$ cat config.mk
export PLATFORM = sky130hd
export DESIGN_NAME = peripheral_spram_arbiter_wb
export DESIGN_NICKNAME = d
export VERILOG_FILES = /design/src/rtl/peripheral_spram_arbiter_wb.sv
export SDC_FILE = /design/constraint.sdc
export NUM_CORES = 1
export LEC_CHECK = 0
export ABC_AREA = 1
export BUFFER_PORTS_ARGS = -buffer_cell sky130_fd_sc_hd__buf_2
export CAP_MARGIN = 40
export CORE_AREA = 2 2 96 98
export DETAILED_ROUTE_END_ITERATION = 10
export DIE_AREA = 0 0 98 100
export PLACE_DENSITY = 0.73
export SYNTH_ARGS = -nofsm -noshare
export SYNTH_HDL_FRONTEND = slang
export SYNTH_SLANG_ARGS = --single-unit
export TNS_END_PERCENT = 10
$ cat constraint.sdc
create_clock -name clk -period 1.8 [get_ports clk]
set_input_delay 0 -clock clk [delete_from_list [all_inputs] [get_ports clk]]
set_output_delay 0 -clock clk [all_outputs]
set_load 0.005 [all_outputs]
$ cat src/rtl/peripheral_spram_arbiter_wb.sv
// peripheral_spram_arbiter_wb
//   Two-master Wishbone classic slave that shares one single-port RAM
//   (4 byte-lane write enables, registered read with one edge of latency).
//   Masters m0/m1 are arbitrated round-robin. Every granted transfer runs
//   IDLE -> ACCESS -> ACK: one RAM access, then ack (in range) or err
//   (word index >= DEPTH) to the owning master.
//
// Ports
//   clk, rst             clock, asynchronous active-high reset
//   wb_mX_adr_i          byte address; word index = adr[AW+1:2]
//   wb_mX_dat_i/sel_i    write data / byte selects
//   wb_mX_we_i           write strobe
//   wb_mX_cyc_i/stb_i    bus cycle / strobe (request = cyc & stb)
//   wb_mX_dat_o          read data (owner, ACK cycle only, else 0)
//   wb_mX_ack_o/err_o    acknowledge / error (owner, ACK cycle only)
//   ram_we               RAM byte write enables (nonzero only in ACCESS)
//   ram_din              RAM write data
//   ram_waddr/ram_raddr  RAM word address (identical values)
//   ram_dout             RAM read data, valid one edge after ram_raddr
module peripheral_spram_arbiter_wb #(
  parameter int DEPTH = 256,
  parameter int AW    = $clog2(DEPTH),
  parameter int DW    = 32
) (
  input  logic          clk,
  input  logic          rst,

  input  logic [AW+1:0] wb_m0_adr_i,
  input  logic [DW-1:0] wb_m0_dat_i,
  input  logic [3:0]    wb_m0_sel_i,
  input  logic          wb_m0_we_i,
  input  logic          wb_m0_cyc_i,
  input  logic          wb_m0_stb_i,
  output logic [DW-1:0] wb_m0_dat_o,
  output logic          wb_m0_ack_o,
  output logic          wb_m0_err_o,

  input  logic [AW+1:0] wb_m1_adr_i,
  input  logic [DW-1:0] wb_m1_dat_i,
  input  logic [3:0]    wb_m1_sel_i,
  input  logic          wb_m1_we_i,
  input  logic          wb_m1_cyc_i,
  input  logic          wb_m1_stb_i,
  output logic [DW-1:0] wb_m1_dat_o,
  output logic          wb_m1_ack_o,
  output logic          wb_m1_err_o,

  output logic [3:0]    ram_we,
  output logic [DW-1:0] ram_din,
  output logic [AW-1:0] ram_waddr,
  output logic [AW-1:0] ram_raddr,
  input  logic [DW-1:0] ram_dout
);

  typedef enum logic [1:0] {
    IDLE   = 2'd0,
    ACCESS = 2'd1,
    ACK    = 2'd2
  } state_t;

  // One bit wider than the index so DEPTH == 2**AW is representable.
  localparam logic [AW:0] DEPTH_W = (AW+1)'(DEPTH);

  state_t        state;
  logic          owner;       // 0 = m0, 1 = m1
  logic          last_grant;
  logic          is_err;
  logic          is_wr;
  logic          abandoned;   // owner dropped its request during ACCESS
  logic [AW-1:0] ram_addr;

  logic          req0, req1;
  logic          grant;
  logic [AW-1:0] idx0, idx1, idx_s;
  logic [DW-1:0] dat_s;
  logic [3:0]    sel_s;
  logic          we_s;
  logic          in_range;
  logic          owner_req;
  logic          resp;

  // Byte offset bits carry no information for a word-wide RAM.
  logic unused_adr_lsb;
  assign unused_adr_lsb = ^{wb_m0_adr_i[1:0], wb_m1_adr_i[1:0]};

  assign req0 = wb_m0_cyc_i & wb_m0_stb_i;
  assign req1 = wb_m1_cyc_i & wb_m1_stb_i;
  assign idx0 = wb_m0_adr_i[AW+1:2];
  assign idx1 = wb_m1_adr_i[AW+1:2];

  // Round-robin: a lone requester wins; on a tie the master that did not
  // win last time gets the bus.
  always_comb begin
    grant = 1'b0;
    if (req0 && req1) begin
      grant = ~last_grant;
    end else begin
      grant = req1;
    end
  end

  always_comb begin
    idx_s = idx0;
    dat_s = wb_m0_dat_i;
    sel_s = wb_m0_sel_i;
    we_s  = wb_m0_we_i;
    if (grant) begin
      idx_s = idx1;
      dat_s = wb_m1_dat_i;
      sel_s = wb_m1_sel_i;
      we_s  = wb_m1_we_i;
    end
  end

  assign in_range = ({1'b0, idx_s} < DEPTH_W);

  always_ff @(posedge clk or posedge rst) begin
    if (rst) begin
      state      <= IDLE;
      owner      <= 1'b0;
      last_grant <= 1'b1;
      is_err     <= 1'b0;
      is_wr      <= 1'b0;
      abandoned  <= 1'b0;
      ram_we     <= '0;
      ram_din    <= '0;
      ram_addr   <= '0;
    end else begin
      case (state)
        IDLE: begin
          if (req0 || req1) begin
            owner      <= grant;
            last_grant <= grant;
            ram_addr   <= idx_s;
            ram_din    <= dat_s;
            ram_we     <= (we_s && in_range) ? sel_s : 4'h0;
            is_err     <= ~in_range;
            is_wr      <= we_s;
            abandoned  <= 1'b0;
            state      <= ACCESS;
          end
        end
        ACCESS: begin
          // The RAM commits the write / captures the read at this edge;
          // the access completes even if the owner has gone away.
          ram_we    <= '0;
          abandoned <= ~owner_req;
          state     <= ACK;
        end
        ACK: begin
          state <= IDLE;
        end
        default: begin
          state  <= IDLE;
          ram_we <= '0;
        end
      endcase
    end
  end

  assign ram_waddr = ram_addr;
  assign ram_raddr = ram_addr;

  // Response is qualified by the owner's live request so that a master that
  // drops cyc/stb in ACCESS or ACK never sees ack/err. Read data arrives
  // from the RAM only during ACK, so dat_o is steered combinationally.
  assign owner_req = owner ? req1 : req0;
  assign resp      = (state == ACK) & owner_req & ~abandoned;

  assign wb_m0_ack_o = resp & ~owner & ~is_err;
  assign wb_m0_err_o = resp & ~owner &  is_err;
  assign wb_m1_ack_o = resp &  owner & ~is_err;
  assign wb_m1_err_o = resp &  owner &  is_err;

  assign wb_m0_dat_o = (wb_m0_ack_o && !is_wr) ? ram_dout : '0;
  assign wb_m1_dat_o = (wb_m1_ack_o && !is_wr) ? ram_dout : '0;

endmodule

==> results of run 1 <==
registers in the layout (all words and copies together), names as in the netlist:
signal and cells:
abandoned 1, is_wr 1, last_grant 1, owner 1
ram_din 32, ram_raddr 8, ram_we 4, state 2
area by class of cell:
| type | count | area, µm² |
|---|---|---|
| Clock buffer | 5 | 68.8 |
| Clock inverter | 3 | 25.0 |
| Fill cell | 832 | 4070 |
| Inverter | 81 | 305 |
| Multi-Input combinational cell | 280 | 1260 |
| Sequential cell | 50 | 1250 |
| Tap cell | 111 | 139 |
| Timing Repair Buffer | 295 | 1760 |
logic make-up after synthesis:
logic type      count (synthesis)  share of synthesized area, %
simple gates                  232                          29.9
buf+inv                       115                          17.5
flops                          50                          41.6
compound gates                 45                          10.9
other cells                     1                         0.124
power groups by stage:
stage	logic, µW	clock network, µW	registers [µW]
after global placement	1240	0	1640
final	1360	673	1640
after detailed placement	1270	0	1640
after global routing	1530	736	1680
after floorplan	646	0	1670
after CTS	1350	706	1630
critical path, stage by stage (launching register included):
cell     delay (ns)
dfrtp_1        0.38
inv_1          0.07
nand2_1        0.06
nor2_1         0.08
inv_1          0.07
nor2_2         0.09
nand2_1        0.06
buf_4          0.23
nor2_1         0.15
buf_2          0.13
worst paths after layout:
check | startpoint | end | slack (ns)
max | state[0] | wb_m1_dat_o[29] | 0.16
min | wb_m0_dat_i[27] | ram_din[27] | 0.01
min reg2reg | ram_we[2] | ram_we[2] | 0.48
max reg2reg | last_grant | ram_din[8] | 0.24
min in group asynchronous | rst | ram_raddr[0] | 0.28
max in group asynchronous | rst | last_grant | 0.91
cell usage in the layout (no fill, tap or decap), types with 3 or more instances in the layout:
cell and instances:
buf_2 245, nand2_1 149, inv_1 78, nor2_1 65, dfrtp_1 49, dlygate4sd3_1 44, o211ai_1 40, nand3_1 12
clkbuf_8 5, buf_12 4, o21ai_0 3
timing repair:
| action | in CTS | in global routing |
|---|---|---|
| endpoints found under the hold margin | 63 | 0 |
| pin swaps | 0 | 1 |
| setup endpoints to repair | 24 | 32 |
| hold buffers | 44 | 0 |
| gates resized for setup | 1 | 2 |
| setup buffers | 0 | 0 |
| cloned | 0 | 1 |
per-stage QoR:
step	instances	setup slack, ns	power, µW	area (µm²)
after detailed placement	772	0.255	2920	4260
after global placement	772	0.313	2880	4260
after floorplan	444	0.475	2320	3020
after global routing	825	0.00656	3940	4820
after CTS	824	0.0670	3690	4800
final	825	0.164	3670	4820
routing by layer:
| layer | vias up | global-route usage [%] | share of wire (%) |
|---|---|---|---|
| met3 | 28 | 4.74 | 6.5 |
| met1 | 1682 | 22.2 | 36 |
| met2 | 168 | 42.7 | 54 |
| met4 | 0 | 8.33 | 3.6 |
| met5 | - | 0 | 0 |
| li1 | 1866 | - | - |
==> results.sh, run 1 <==
export IMPL_cp_arrival_ns=1.64
export IMPL_grt_max_degree=81
export IMPL_cts_max_level=2
export IMPL_insertion_delay_ns=0.31
export IMPL_p_per_area_nw_per_um2=762
export IMPL_crit_fanout=32
export IMPL_power_leakage_uw=0.00314
export IMPL_netlist_area_um2=3010
export IMPL_design_core_area_um2=8890
export IMPL_status="finished clean"
export IMPL_grt_pass1_wl_um=17100
export IMPL_max_cap_viol_count=0
export IMPL_ctsLongestPathBuffers=2
export IMPL_start_util_pct=33.9
export IMPL_grt_use_total_pct=21.7
export IMPL_fin_crit_ns=1.64
export IMPL_fin_nets=845
export IMPL_yosysMostFrequentCell="nand2_1"
export IMPL_power_switching_share_pct=35.1
export IMPL_layout_drive_gt1_share_pct=38.0
export IMPL_grt_pass1_vias=3521
export IMPL_antenna_cells=0
export IMPL_final_period_utilization_pct=90.9
export IMPL_seq_area_frac_synth_pct=41.6
export IMPL_num_rows=35
export IMPL_ant_nets=0
export IMPL_critPathKind="register to primary output"
export IMPL_synth_area_leaders="dfrtp_1 (41%), nand2_1 (19%), o211ai_1 (10%)"
export IMPL_ir_worst_vdd_mv=0.396
export IMPL_dr_total_vias=3744
export IMPL_io_buffers=245
export IMPL_hold_depth=5
export IMPL_die_w_um=98
export IMPL_avgViaCountPerCell=4.54
export IMPL_ys_ff_latch=50
export IMPL_cts_clk_slew_worst_paths_ns=0.10
export IMPL_synth_area_per_cell_um2=6.80
export IMPL_gp_congestion=0.989
export IMPL_synth_top_area_share_pct=40.7
export IMPL_numCtsBuffers=5
export IMPL_rsz0062_at_grt="no"
export IMPL_min_path_type="input port to register"
export IMPL_dp_hpwl_um=7820
export IMPL_cts_sinks=50
export IMPL_fmax_mhz=611
export IMPL_ys_async_sr_fraction_pct=100
export IMPL_cts_root_buffer="clkbuf_8"
export IMPL_drt_iter0_drc=96
export IMPL_detail_route_wl_per_cell_um=13.4
export IMPL_tns_ns=0
export IMPL_p_clk_share_pct=18.3
export IMPL_die_area_um2=9800
export IMPL_skew_ns=0.0143
export IMPL_final_core_util_pct=54.2
export IMPL_worstPathRequired_ns=1.80
export IMPL_fp_dieH_um=100
export IMPL_route_final_wire_length_um=11100
export IMPL_reg2regPathDepth=6
export IMPL_synth_commonest_cells="nand2_1 (149), inv_1 (79), nor2_1 (66)"
export IMPL_overflow=0
export IMPL_synth_distinct_cells=20
export IMPL_synth_edf_count=0
export IMPL_setup_viol_count_final=0
export IMPL_switching_power_uw=1290
export IMPL_combPwrFrac_pct=37.0
export IMPL_ioPinCount=252
export IMPL_cts_tree="done"
export IMPL_worstMarginPinSlew_ns=0.530
export IMPL_yosysWarnings=0
export IMPL_drc=0
export IMPL_whs_ns=0.00998
export IMPL_dr_pass1_iters=6
export IMPL_synthCells=443
export IMPL_synth_ff_type="dfrtp_1"
export IMPL_antenna_found_initial=0
export IMPL_endpoint_kind="primary output"
export IMPL_relSlewSlack_pct=64.6
export IMPL_intPower_uw=2380
export IMPL_finalHoldViolations=0
export IMPL_synth_largest_area_cell="dfrtp_1"
export IMPL_syn_to_final_growth_pct=59.8
export IMPL_power_share_sequential_pct=44.7
export IMPL_crit_path_start_kind="register"
export IMPL_maxSlewViolCount=0
No activity file was read; power rests on OpenSTA's default activity.
==> run 2, diff against run 1 <==
CORE_AREA = 2 2 97 99   (was 2 2 96 98)
DIE_AREA = 0 0 99 101   (was 0 0 98 100)
PLACE_DENSITY = 0.72   (was 0.73)
==> run 2 against run 1 <==
Via count down 1.5%. Clock skew down 0.0089 ns. Setup slack worse by 0.026 ns. Clock-buffer cell count up 1. Sequential power about the same. Clock power up 17%. Register-to-register slack better by 0.08 ns. Cell area down 0.39%. Power up 2.0%. Critical path type unchanged. Critical endpoint is now wb_m0_dat_o[13]. Largest power group unchanged.
==> results.sh, run 2 (synthesized netlist as in run 1, its figures left out) <==
export IMPL_cts_sinks=50
export IMPL_crit_path_start_kind="register"
export IMPL_min_path_type="input port to register"
export IMPL_dp_hpwl_um=7530
export IMPL_tns_ns=0
export IMPL_cts_setup_buffers=0
export IMPL_max_cap_viol_count=0
export IMPL_worstHoldStart="wb_m0_dat_i[19]"
export IMPL_detail_route_wl_per_cell_um=12.6
export IMPL_largest_reg_flops=32
export IMPL_fmax_mhz=602
export IMPL_crit_slowest_cell="dfrtp_1"
export IMPL_avgViaCountPerCell=4.48
export IMPL_worstMarginPinSlew_ns=0.685
export IMPL_ctsLongestPathBuffers=2
export IMPL_nFillCells=849
export IMPL_cp_arrival_ns=1.66
export IMPL_dr_total_vias=3688
export IMPL_cts_tree="done"
export IMPL_status="finished clean"
export IMPL_postPlaceCellArea_um2=4250
export IMPL_grt_pass1_vias=3340
export IMPL_endpoint_kind="primary output"
export IMPL_worstPathRequired_ns=1.80
export IMPL_gp_congestion=0.935
export IMPL_grt_max_degree=53
export IMPL_die_w_um=99
export IMPL_design_core_area_um2=8980
export IMPL_crit_fanout=16
export IMPL_mostFrequentLayoutCell="buf_2"
export IMPL_critPathMaxStageDelay_ns=0.40
export IMPL_cts_clk_slew_worst_paths_ns=0.10
export IMPL_final_period_utilization_pct=92.4
export IMPL_drc=0
export IMPL_numCtsBuffers=5
export IMPL_p_per_area_nw_per_um2=780
export IMPL_ant_nets=0
export IMPL_die_area_um2=10000
export IMPL_start_util_pct=33.6
export IMPL_hold_depth=5
export IMPL_relSlewSlack_pct=54.3
export IMPL_dr_pass1_iters=4
export IMPL_reg2regPathDepth=7
export IMPL_route_final_wire_length_um=10400
export IMPL_ir_worst_vdd_mv=0.368
export IMPL_top_register="ram_din"
export IMPL_worstPathCellList="inv_1 -> nand2_1 -> nor2_1 -> inv_1 -> nor2_2 -> nand2_2 -> nor2_1 -> buf_2"
export IMPL_num_rows=35
export IMPL_power_leakage_uw=0.00313
export IMPL_ioPinCount=252
export IMPL_antenna_found_initial=1
export IMPL_finalHoldViolations=0
export IMPL_mostFrequentLayoutCells="buf_2 (245), nand2_1 (149), inv_1 (78), nor2_1 (65), dfrtp_1 (49)"
export IMPL_fin_crit_ns=1.66
export IMPL_io_buffers=245
export IMPL_fp_dieH_um=101
export IMPL_cts_root_buffer="clkbuf_8"
export IMPL_grt_use_total_pct=19.4
export IMPL_overflow=0
export IMPL_insertion_delay_ns=0.30
export IMPL_skew_ns=0.00542
export IMPL_drt_iter0_drc=132
export IMPL_setup_viol_count_final=0
export IMPL_syn_to_final_growth_pct=59.2
export IMPL_layout_drive_gt1_share_pct=37.9
export IMPL_maxSlewViolCount=0
export IMPL_rsz0062_at_grt="yes"
export IMPL_design_area_um2=4800
export IMPL_critPathKind="register to primary output"
export IMPL_r2r_start="last_grant"
export IMPL_fin_nets=843
export IMPL_grt_pass1_wl_um=15600
export IMPL_critPathLaunch="state[0]"
export IMPL_cts_max_level=2
run 2: changes by cell type in the layout (fill, tap and decap cells not counted), sizes merged:
cell / delta
bufinv: +1
diode: +1
inv: -1
clkinv: -1
dlygate4sd3: -2
clkbuf: +1
run 2: final timing paths:
kind / endpoint / slack (ns)
max in group asynchronous: ram_din[8] / 0.85
worst max-delay path: wb_m0_dat_o[13] / 0.14
worst min register to register: ram_din[8] / 0.48
worst max register to register: ram_we[0] / 0.32
worst min-delay path: ram_din[19] / 0.01
min in group asynchronous: ram_din[30] / 0.35
run 2: stage by stage:
| step | instances | total power [µW] | utilization, % | hold slack, ns | worst slack [ns] |
|---|---|---|---|---|---|
| after CTS | 822 | 3780 | 53.3 | 0.00344 | 0.00569 |
| after detailed placement | 772 | 2900 | 47.4 | 0.160 | 0.319 |
| after global placement | 772 | 2860 | 47.4 | 0.139 | 0.365 |
| after global routing | 824 | 4030 | 53.4 | 0.0144 | -0.00174 |
| final | 824 | 3740 | 53.4 | 0.0104 | 0.138 |
| after floorplan | 444 | 2320 | - | 0.0926 | 0.475 |
run 2: metal layers:
metal / track usage [%] / vias up / wire length, µm
met1: 20.7 / 1632 / 3780
met2: 36.7 / 179 / 5440
met5: 0 / - / 0
li1: - / 1852 / -
met3: 4.09 / 25 / 729
met4: 8.43 / 0 / 421
run 2: area by class of cell:
| type | count | area [µm²] | share of cell area (%) |
|---|---|---|---|
| Antenna cell | 1 | 2.50 | 0.0522 |
| Tap cell | 111 | 139 | 2.89 |
| Sequential cell | 50 | 1250 | 26.1 |
| Multi-Input combinational cell | 280 | 1260 | 26.3 |
| Clock buffer | 6 | 72.6 | 1.51 |
| Timing Repair Buffer | 293 | 1730 | 36.0 |
| Clock inverter | 2 | 37.5 | 0.782 |
| Inverter | 81 | 305 | 6.36 |
run 2: repair_timing:
item	CTS	global route
hold buffers	42	0
endpoints found under the hold margin	71	0
resized for setup	0	2
setup endpoints to repair	0	32
run 2: report_power, final:
group,total [µW],internal (µW),switching [µW]
clock network,790,415,375
registers,1640,1450,189
logic,1310,635,679
run 2: worst max-delay path: cells and delay by family (launching register included):
kind / cells / cell delay [ns]
and+or+nand+nor: 5 / 0.71
DFF: 1 / 0.40
buffers and inverters: 3 / 0.26
